## src/rtl/rr_arbiter_32.sv

```systemverilog
// Round-robin arbiter for 32 requesters with a programmable hold limit.
// Registered grant is output as an index and as a one-hot select word.
module rr_arbiter_32 #(
  parameter int unsigned MAX_HOLD = 16
) (
  input  logic        clk,
  input  logic        rst,
  input  logic [31:0] req,
  output logic        gnt_valid,
  output logic [4:0]  gnt_idx,
  output logic [31:0] gnt_onehot,
  output logic        gnt_preempt
);

  localparam logic [7:0] HOLD_LAST = 8'(MAX_HOLD - 1);

  typedef enum logic {IDLE, GRANT} state_t;

  state_t      state;
  logic [4:0]  last_idx;
  logic [7:0]  hold_cnt;

  logic [31:0] search_vec;
  logic [4:0]  cand;
  logic        win_found;
  logic [4:0]  win_idx;
  logic        holder_req;

  // While granted, last_idx is the holder, so masking it excludes the holder
  // from re-arbitration; offset 32 revisits last_idx itself, which matters in IDLE.
  always_comb begin
    holder_req = req[last_idx];
    search_vec = (state == GRANT) ? (req & ~(32'd1 << last_idx)) : req;
    cand       = '0;
    win_found  = 1'b0;
    win_idx    = '0;
    for (int unsigned i = 0; i < 32; i++) begin
      cand = last_idx + 5'(i + 1);
      if (!win_found && search_vec[cand]) begin
        win_found = 1'b1;
        win_idx   = cand;
      end
    end
  end

  always_ff @(posedge clk or posedge rst) begin
    if (rst) begin
      state       <= IDLE;
      last_idx    <= '1;
      hold_cnt    <= '0;
      gnt_valid   <= 1'b0;
      gnt_idx     <= '0;
      gnt_onehot  <= '0;
      gnt_preempt <= 1'b0;
    end else begin
      case (state)
        IDLE: begin
          hold_cnt    <= '0;
          gnt_preempt <= 1'b0;
          if (win_found) begin
            state      <= GRANT;
            last_idx   <= win_idx;
            gnt_valid  <= 1'b1;
            gnt_idx    <= win_idx;
            gnt_onehot <= 32'd1 << win_idx;
          end
        end
        GRANT: begin
          if (holder_req && (hold_cnt < HOLD_LAST)) begin
            hold_cnt    <= hold_cnt + 8'd1;
            gnt_preempt <= 1'b0;
          end else if (win_found) begin
            // Handoff at the same edge; a still-requesting holder means expiry.
            last_idx    <= win_idx;
            hold_cnt    <= '0;
            gnt_valid   <= 1'b1;
            gnt_idx     <= win_idx;
            gnt_onehot  <= 32'd1 << win_idx;
            gnt_preempt <= holder_req;
          end else if (holder_req) begin
            hold_cnt    <= '0;
            gnt_preempt <= 1'b0;
          end else begin
            state       <= IDLE;
            hold_cnt    <= '0;
            gnt_valid   <= 1'b0;
            gnt_idx     <= '0;
            gnt_onehot  <= '0;
            gnt_preempt <= 1'b0;
          end
        end
        default: state <= IDLE;
      endcase
    end
  end

endmodule
```

## config.mk

```make
export PLATFORM = sky130hd
export DESIGN_NAME = rr_arbiter_32
export DESIGN_NICKNAME = d
export VERILOG_FILES = /design/src/rtl/rr_arbiter_32.sv
export SDC_FILE = /design/constraint.sdc
export NUM_CORES = 1
export LEC_CHECK = 0
export ABC_AREA = 1
export CORE_UTILIZATION = 28
export DETAILED_ROUTE_END_ITERATION = 16
export PLACE_DENSITY = 0.49
export SETUP_SLACK_MARGIN = 0.4
export SYNTH_ARGS = -nofsm -noshare
export SYNTH_HDL_FRONTEND = slang
export SYNTH_SLANG_ARGS = --single-unit
```

## constraint.sdc

```tcl
create_clock -name clk -period 5.38 [get_ports clk]
set_input_delay 0.538 -clock clk [delete_from_list [all_inputs] [get_ports clk]]
set_output_delay 0.538 -clock clk [all_outputs]
set_load 0.005 [all_outputs]
```

==> results of run 1 <==
-- layout make-up --
cell class	count	area share (%)
clock inverters	1	0.0782
inverters	190	6.87
well taps	330	3.68
multi-input cells	1014	56.7
repair inverters	1	0.0782
flip-flops and latches	53	11.9
clock buffers	7	1.36
repair buffers	234	19.3
-- final timing paths --
check	from	to	slack, ns
max reg2reg	last_idx[0]$_DFFE_PP1P_	gnt_onehot[28]$_DFFE_PP0P_	0.41
min reg2reg	hold_cnt[0]$_DFF_PP0_	hold_cnt[0]$_DFF_PP0_	0.46
max in group asynchronous	rst	gnt_onehot[14]$_DFFE_PP0P_	4.20
min	hold_cnt[0]$_DFF_PP0_	hold_cnt[0]$_DFF_PP0_	0.46
min in group asynchronous	rst	gnt_onehot[0]$_DFFE_PP0P_	0.74
max	last_idx[0]$_DFFE_PP1P_	gnt_onehot[28]$_DFFE_PP0P_	0.41
-- sequential cells by signal, summed over array words and instances, names as in the netlist --
signal and cells:
gnt_onehot 32, hold_cnt 8, gnt_idx 5, last_idx 5
gnt_preempt 1, gnt_valid 1, state 1
-- critical path: cells and delay by family (launching register included) --
kind	cells	cell delay, ns
and+or+nand+nor	26	3.27
AOI/OAI and AO/OA	1	0.12
DFF	1	0.64
adders and majority gates	1	0.21
buffers and inverters	5	0.65
-- per-layer routing --
metal / track usage (%) / vias to the layer above / share of wire [%] / routed length [um]
li1: - / 4603 / - / -
met1: 33.8 / 4426 / 46 / 15200
met2: 37.2 / 354 / 45 / 15100
met3: 3.35 / 46 / 6.8 / 2270
met4: 4.93 / 0 / 2.3 / 781
met5: 0 / - / 0 / 0
-- placed cells by master, fill, tap and decap left out, types with 11 or more instances in the layout --
cell type | netlist | routed
nand2_1 | 359 | 306
inv_1 | 177 | 165
nand3_1 | 260 | 142
nor2_1 | 154 | 137
buf_4 | 2 | 133
nand3_2 | 2 | 94
clkdlybuf4s50_1 | 0 | 72
nand2_2 | 7 | 56
dfrtp_1 | 48 | 48
o21ai_1 | 28 | 27
nand3_4 | 0 | 26
o21ai_0 | 33 | 26
o21bai_1 | 23 | 21
nand4_1 | 19 | 19
nor2_2 | 10 | 16
nor2_4 | 4 | 15
buf_6 | 7 | 15
nor3_1 | 15 | 13
inv_2 | 7 | 11
-- kinds of logic (layout without fill, tap and decap cells) --
kind of cell	after synthesis	after routing
other	1	4
and+or+nand+nor	857	859
DFF	53	53
adders and majority gates	18	18
xor gates and xnor gates	14	14
AOI/OAI and AO/OA	119	119
buffers and inverters	235	433
-- metrics by stage --
| step | setup slack [ns] | utilization (%) | cells | cell area [um2] |
|---|---|---|---|---|
| after floorplan | 0.171 | - | 1300 | 7540 |
| after global placement | -0.104 | 35.7 | 1748 | 9080 |
| after detailed placement | -0.113 | 35.7 | 1748 | 9080 |
| after CTS | 0.401 | 37.8 | 1776 | 9600 |
| after global routing | 0.116 | 44.1 | 1830 | 11200 |
| final | 0.415 | 44.1 | 1830 | 11200 |
-- repair_timing --
item	CTS	global route
pin swaps	14	48
gates cloned	0	6
buffers inserted	20	48
resized for setup	51	251
setup endpoints to repair	45	42
==> out/results.ini, run 1 <==
[status]
status=finished clean

[synth]
synthAdderAreaFrac_pct=3.09
synth_flop_cell=dfrtp_1
synth_area_um2=7290
synth_cell_types=46
yosys.area_share.xor_xnor_pct=1.78
synth-seq-area-share_pct=18.3
yosys_warnings=0
synth-compound-area-share_pct=9.78
synth_common_cells=nand2_1, nand3_1, inv_1
synth_top_family_by_area=simple AND/OR/NAND/NOR gates
avgSynthCellArea_um2=5.62
yosysMostFrequentCell=nand2_1
ys_ff_latch=53
synthSimpleGateAreaFrac_pct=53.9
synth_enable_flop_cells=0
synth_area_leaders=nand2_1, nand3_1, dfrtp_1
synthCells=1297
synth_top_area_cell=nand2_1
synthArstFlopShare_pct=100
synthMuxAreaShare_pct=0
netlist.area_leader.share_pct=18.5

[sta]
final.setup.tns_ns=0
drv_slew=0
whs_ns=0.460
fin_crit_ns=4.97
post-route-period-util_pct=92.3
relSlewSlack_pct=48.4
fmax_mhz=201
rsz0062_at_grt=yes
tightest_slew_ns=0.771
finalSetupViolCount=0
skew_ns=0.00980
hold_violations=0

[critical_path]
crit_slowest_cell=dfstp_2
cp-start-kind=flip-flop
cp-end-kind=flip-flop
crit_fanout=9
required_ns=5.59
crit_type=flip-flop to flip-flop
worstPathArrival_ns=5.18
cp_slowest_stage_delay_ns=0.64
r2r_cells=33

[detailed_routing]
vias=9429
drcViolationCount=0
drtIter0Drc=819
dr.pass1.iters=7
viasPerCell=5.15
ant_nets=0
wl_per_cell_um=18.2
finalWirelength_um=33400

[clock_network]
cts_max_level=2
postCtsHoldBufs=0
clockRootBuffer=clkbuf_16
cts_made_buffers=5
clock_sinks=53
cts_tree=yes
cts_buffer_depth=2
clkTransAtPathRegs_ns=0.07
insertion_delay_ns=0.29

[placement]
place_congestion=0.943
hpwl_um=25100
portBuffers=72

[floorplanning]
rows=58
initial_core_util_pct=28.7
die_h_um=163
core_area_um2=25400
die_w_um=163
ios=73
fp.dieArea_um2=26700

[cells_and_area]
register_area_um2=1340
num-nets-final=1551
fillers=2715
syn_to_final_growth_pct=53.6
antenna_cells=0
layout-drive-gt1-share_pct=30.6
multi_input_area_um2=6350

[global_routing]
grt_max_degree=62
antenna_found_initial=0
grt_pass1_wl_um=48000
overflow=0
grtUsageTotal_pct=23.6
grt_pass1_vias=8380

[worst_hold_path]
hold_depth=1
hold_path.class=flip-flop to flip-flop

[job]
maxCapViolCount=0

Power of run 1 is left out: the tool's default activity adds up to more than one toggle a clock period on the data nets, which glitch-free logic cannot reach.
==> run 2, diff against run 1 <==
--- a/config.mk
+++ b/config.mk
@@ -8,8 +8,9 @@
 export ABC_AREA = 1
 export CORE_UTILIZATION = 28
 export DETAILED_ROUTE_END_ITERATION = 16
-export PLACE_DENSITY = 0.49
+export PLACE_DENSITY = 0.47
 export SETUP_SLACK_MARGIN = 0.4
+export SLEW_MARGIN = 10
 export SYNTH_ARGS = -nofsm -noshare
 export SYNTH_HDL_FRONTEND = slang
 export SYNTH_SLANG_ARGS = --single-unit
==> constraint.sdc (replaced) <==
create_clock -name clk -period 5 [get_ports clk]
set_input_delay 0.5 -clock clk [delete_from_list [all_inputs] [get_ports clk]]
set_output_delay 0.5 -clock clk [all_outputs]
set_load 0.005 [all_outputs]
==> run 2 against run 1 <==
  * Global-route usage rose by 1.3 points
  * Register-to-register slack got worse by 0.31 ns
  * Count of clock-buffer cells in the layout fell by 1
  * Highest routed layer unchanged
==> out/results.ini, run 2 (synthesis results as in run 1) <==
[cells_and_area]
regMostFlops=gnt_onehot
fillers=2608  ; -3.9%
largest_reg_flops=32  ; unchanged
antenna_cells=0  ; unchanged
final_common_cell=nand2_1
num-nets-final=1652  ; +6.5%
top_regs=gnt_onehot x32, hold_cnt x8
final_cell_mix=nand2_1, buf_4, inv_1
layout-drive-gt1-share_pct=37.0  ; +6.4 points
syn_to_final_growth_pct=67.2

[global_routing]
grt_pass1_vias=8862  ; +5.8%
overflow=0  ; unchanged
antenna_found_initial=0  ; unchanged
grt_pass1_wl_um=50500  ; +5.4%
grtUsageTotal_pct=24.9  ; +1.3 points
grt_max_degree=54  ; -13%

[sta]
post-route-period-util_pct=97.8  ; +5.5 points
skew_ns=0.00902  ; -0.000781 ns
hold_violations=0  ; unchanged
rsz0062_at_grt=yes
drv_slew=0  ; unchanged
fin_crit_ns=4.89  ; -0.0746 ns
relSlewSlack_pct=28.5  ; -20 points
tightest_slew_ns=1.06  ; +0.291 ns
whs_ns=0.465  ; +0.00477 ns
finalSetupViolCount=0  ; unchanged
fmax_mhz=204  ; +1.5%
final.setup.tns_ns=0  ; unchanged

[worst_hold_path]
min_to=hold_cnt[0]$_DFF_PP0_
hold_path.class=flip-flop to flip-flop
hold_depth=1  ; unchanged
min_from=hold_cnt[0]$_DFF_PP0_

[floorplanning]
rows=58  ; unchanged
die_h_um=163  ; unchanged
initial_core_util_pct=28.7  ; unchanged
fp.dieArea_um2=26700  ; unchanged
ios=73  ; unchanged
die_w_um=163  ; unchanged
core_area_um2=25400  ; unchanged

[detailed_routing]
vias=9693  ; +2.8%
viasPerCell=5.02  ; -2.6%
dr.pass1.iters=5  ; -2
drtIter0Drc=792  ; -3.3%
wl_per_cell_um=17.6  ; -3.5%
ant_nets=0  ; unchanged
drcViolationCount=0  ; unchanged
finalWirelength_um=34000  ; +1.8%

[critical_path]
worstReg2RegEnd=gnt_onehot[19]$_DFFE_PP0P_
crit_fanout=4  ; -5
cp-start-kind=flip-flop
crit_type=flip-flop to flip-flop
crit_slowest_cell=dfstp_2
required_ns=5.23  ; -0.36 ns
worstPathArrival_ns=5.12  ; -0.06 ns
r2r_cells=36  ; +9.1%
worstSetupStartpoint=last_idx[1]$_DFFE_PP1P_
reg2reg_slack_ns=0.11  ; -0.31 ns
crit_top_cell=nand4_4
cp-end-kind=flip-flop
r2r_start=last_idx[1]$_DFFE_PP1P_
cp_slowest_stage_delay_ns=0.63  ; about the same

[clock_network]
postCtsHoldBufs=0  ; unchanged
cts_tree=yes
insertion_delay_ns=0.30  ; about the same
clockRootBuffer=clkbuf_16
clkTransAtPathRegs_ns=0.08  ; about the same
cts_made_buffers=5  ; unchanged
clock_sinks=53  ; unchanged
cts_max_level=2  ; unchanged
cts_buffer_depth=2  ; unchanged

[placement]
portBuffers=72  ; unchanged
hpwl_um=26100  ; +4.1%
place_congestion=0.989  ; +4.9%

[status]
status=finished clean

[job]
maxCapViolCount=0  ; unchanged

[run 2: changes by cell type in the layout (fill, tap and decap cells not counted), sizes merged]
| cell | before | now |
|---|---|---|
| clkbuf | 10 | 8 |
| nand4 | 30 | 29 |
| clkinvlp | 3 | 2 |
| buf | 159 | 261 |
| clkinv | 5 | 3 |
| nand2 | 368 | 370 |
| inv | 184 | 187 |
[run 2: per-stage QoR]
| step | util [%] | cells | worst slack, ns | area [um2] |
|---|---|---|---|---|
| after CTS | 44.2 | 1905 | 0.207 | 11200 |
| final | 48.0 | 1931 | 0.109 | 12200 |
| after global placement | 39.1 | 1854 | -0.288 | 9940 |
| after detailed placement | 39.1 | 1854 | -0.321 | 9940 |
| after floorplan | - | 1300 | -0.209 | 7540 |
| after global routing | 48.0 | 1931 | -0.191 | 12200 |
[run 2: worst max-delay path by stage]
stage / end / slack (ns)
after detailed placement: gnt_onehot[23]$_DFFE_PP0P_ / -0.32
after global routing: gnt_onehot[19]$_DFFE_PP0P_ / -0.19
after floorplan: gnt_onehot[24]$_DFFE_PP0P_ / -0.21
final: gnt_onehot[19]$_DFFE_PP0P_ / 0.11
after CTS: gnt_onehot[17]$_DFFE_PP0P_ / 0.21
after global placement: gnt_onehot[19]$_DFFE_PP0P_ / -0.29
[run 2: final cells by class]
class                           count  area [um2]  share of cell area (%)
Sequential cell                    53        1330                    10.9
Clock buffer                        6         129                    1.06
Tap cell                          330         413                    3.38
Clock inverter                      2        13.8                   0.113
Timing Repair Buffer              335        3030                    24.9
Multi-Input combinational cell   1015        6510                    53.3
Inverter                          190         771                    6.32
[run 2: critical path: cells and delay by family, from the launching register on]
kind                     cells  cell delay (ns)
AO/OA/AOI/OAI                2             0.33
AND/OR/NAND/NOR             27             3.05
adder cells (fa/ha/maj)      2             0.33
buffers and inverters        5             0.46
flip-flops                   1             0.63
[run 2: metal layers]
layer / global-route usage, % / up-vias / wire (um)
li1: - / 4787 / -
met3: 2.62 / 45 / 1600
met5: 0 / - / 0
met4: 6.29 / 0 / 665
met2: 39.1 / 277 / 15400
met1: 35.9 / 4584 / 16300
[run 2: repair_timing]
action,CTS,global route
resized for setup,188,168
buffers inserted,40,23
pin swaps,74,45
endpoints found under the setup margin,45,45
gates cloned,3,3
Power of run 2 is left out for the same reason.
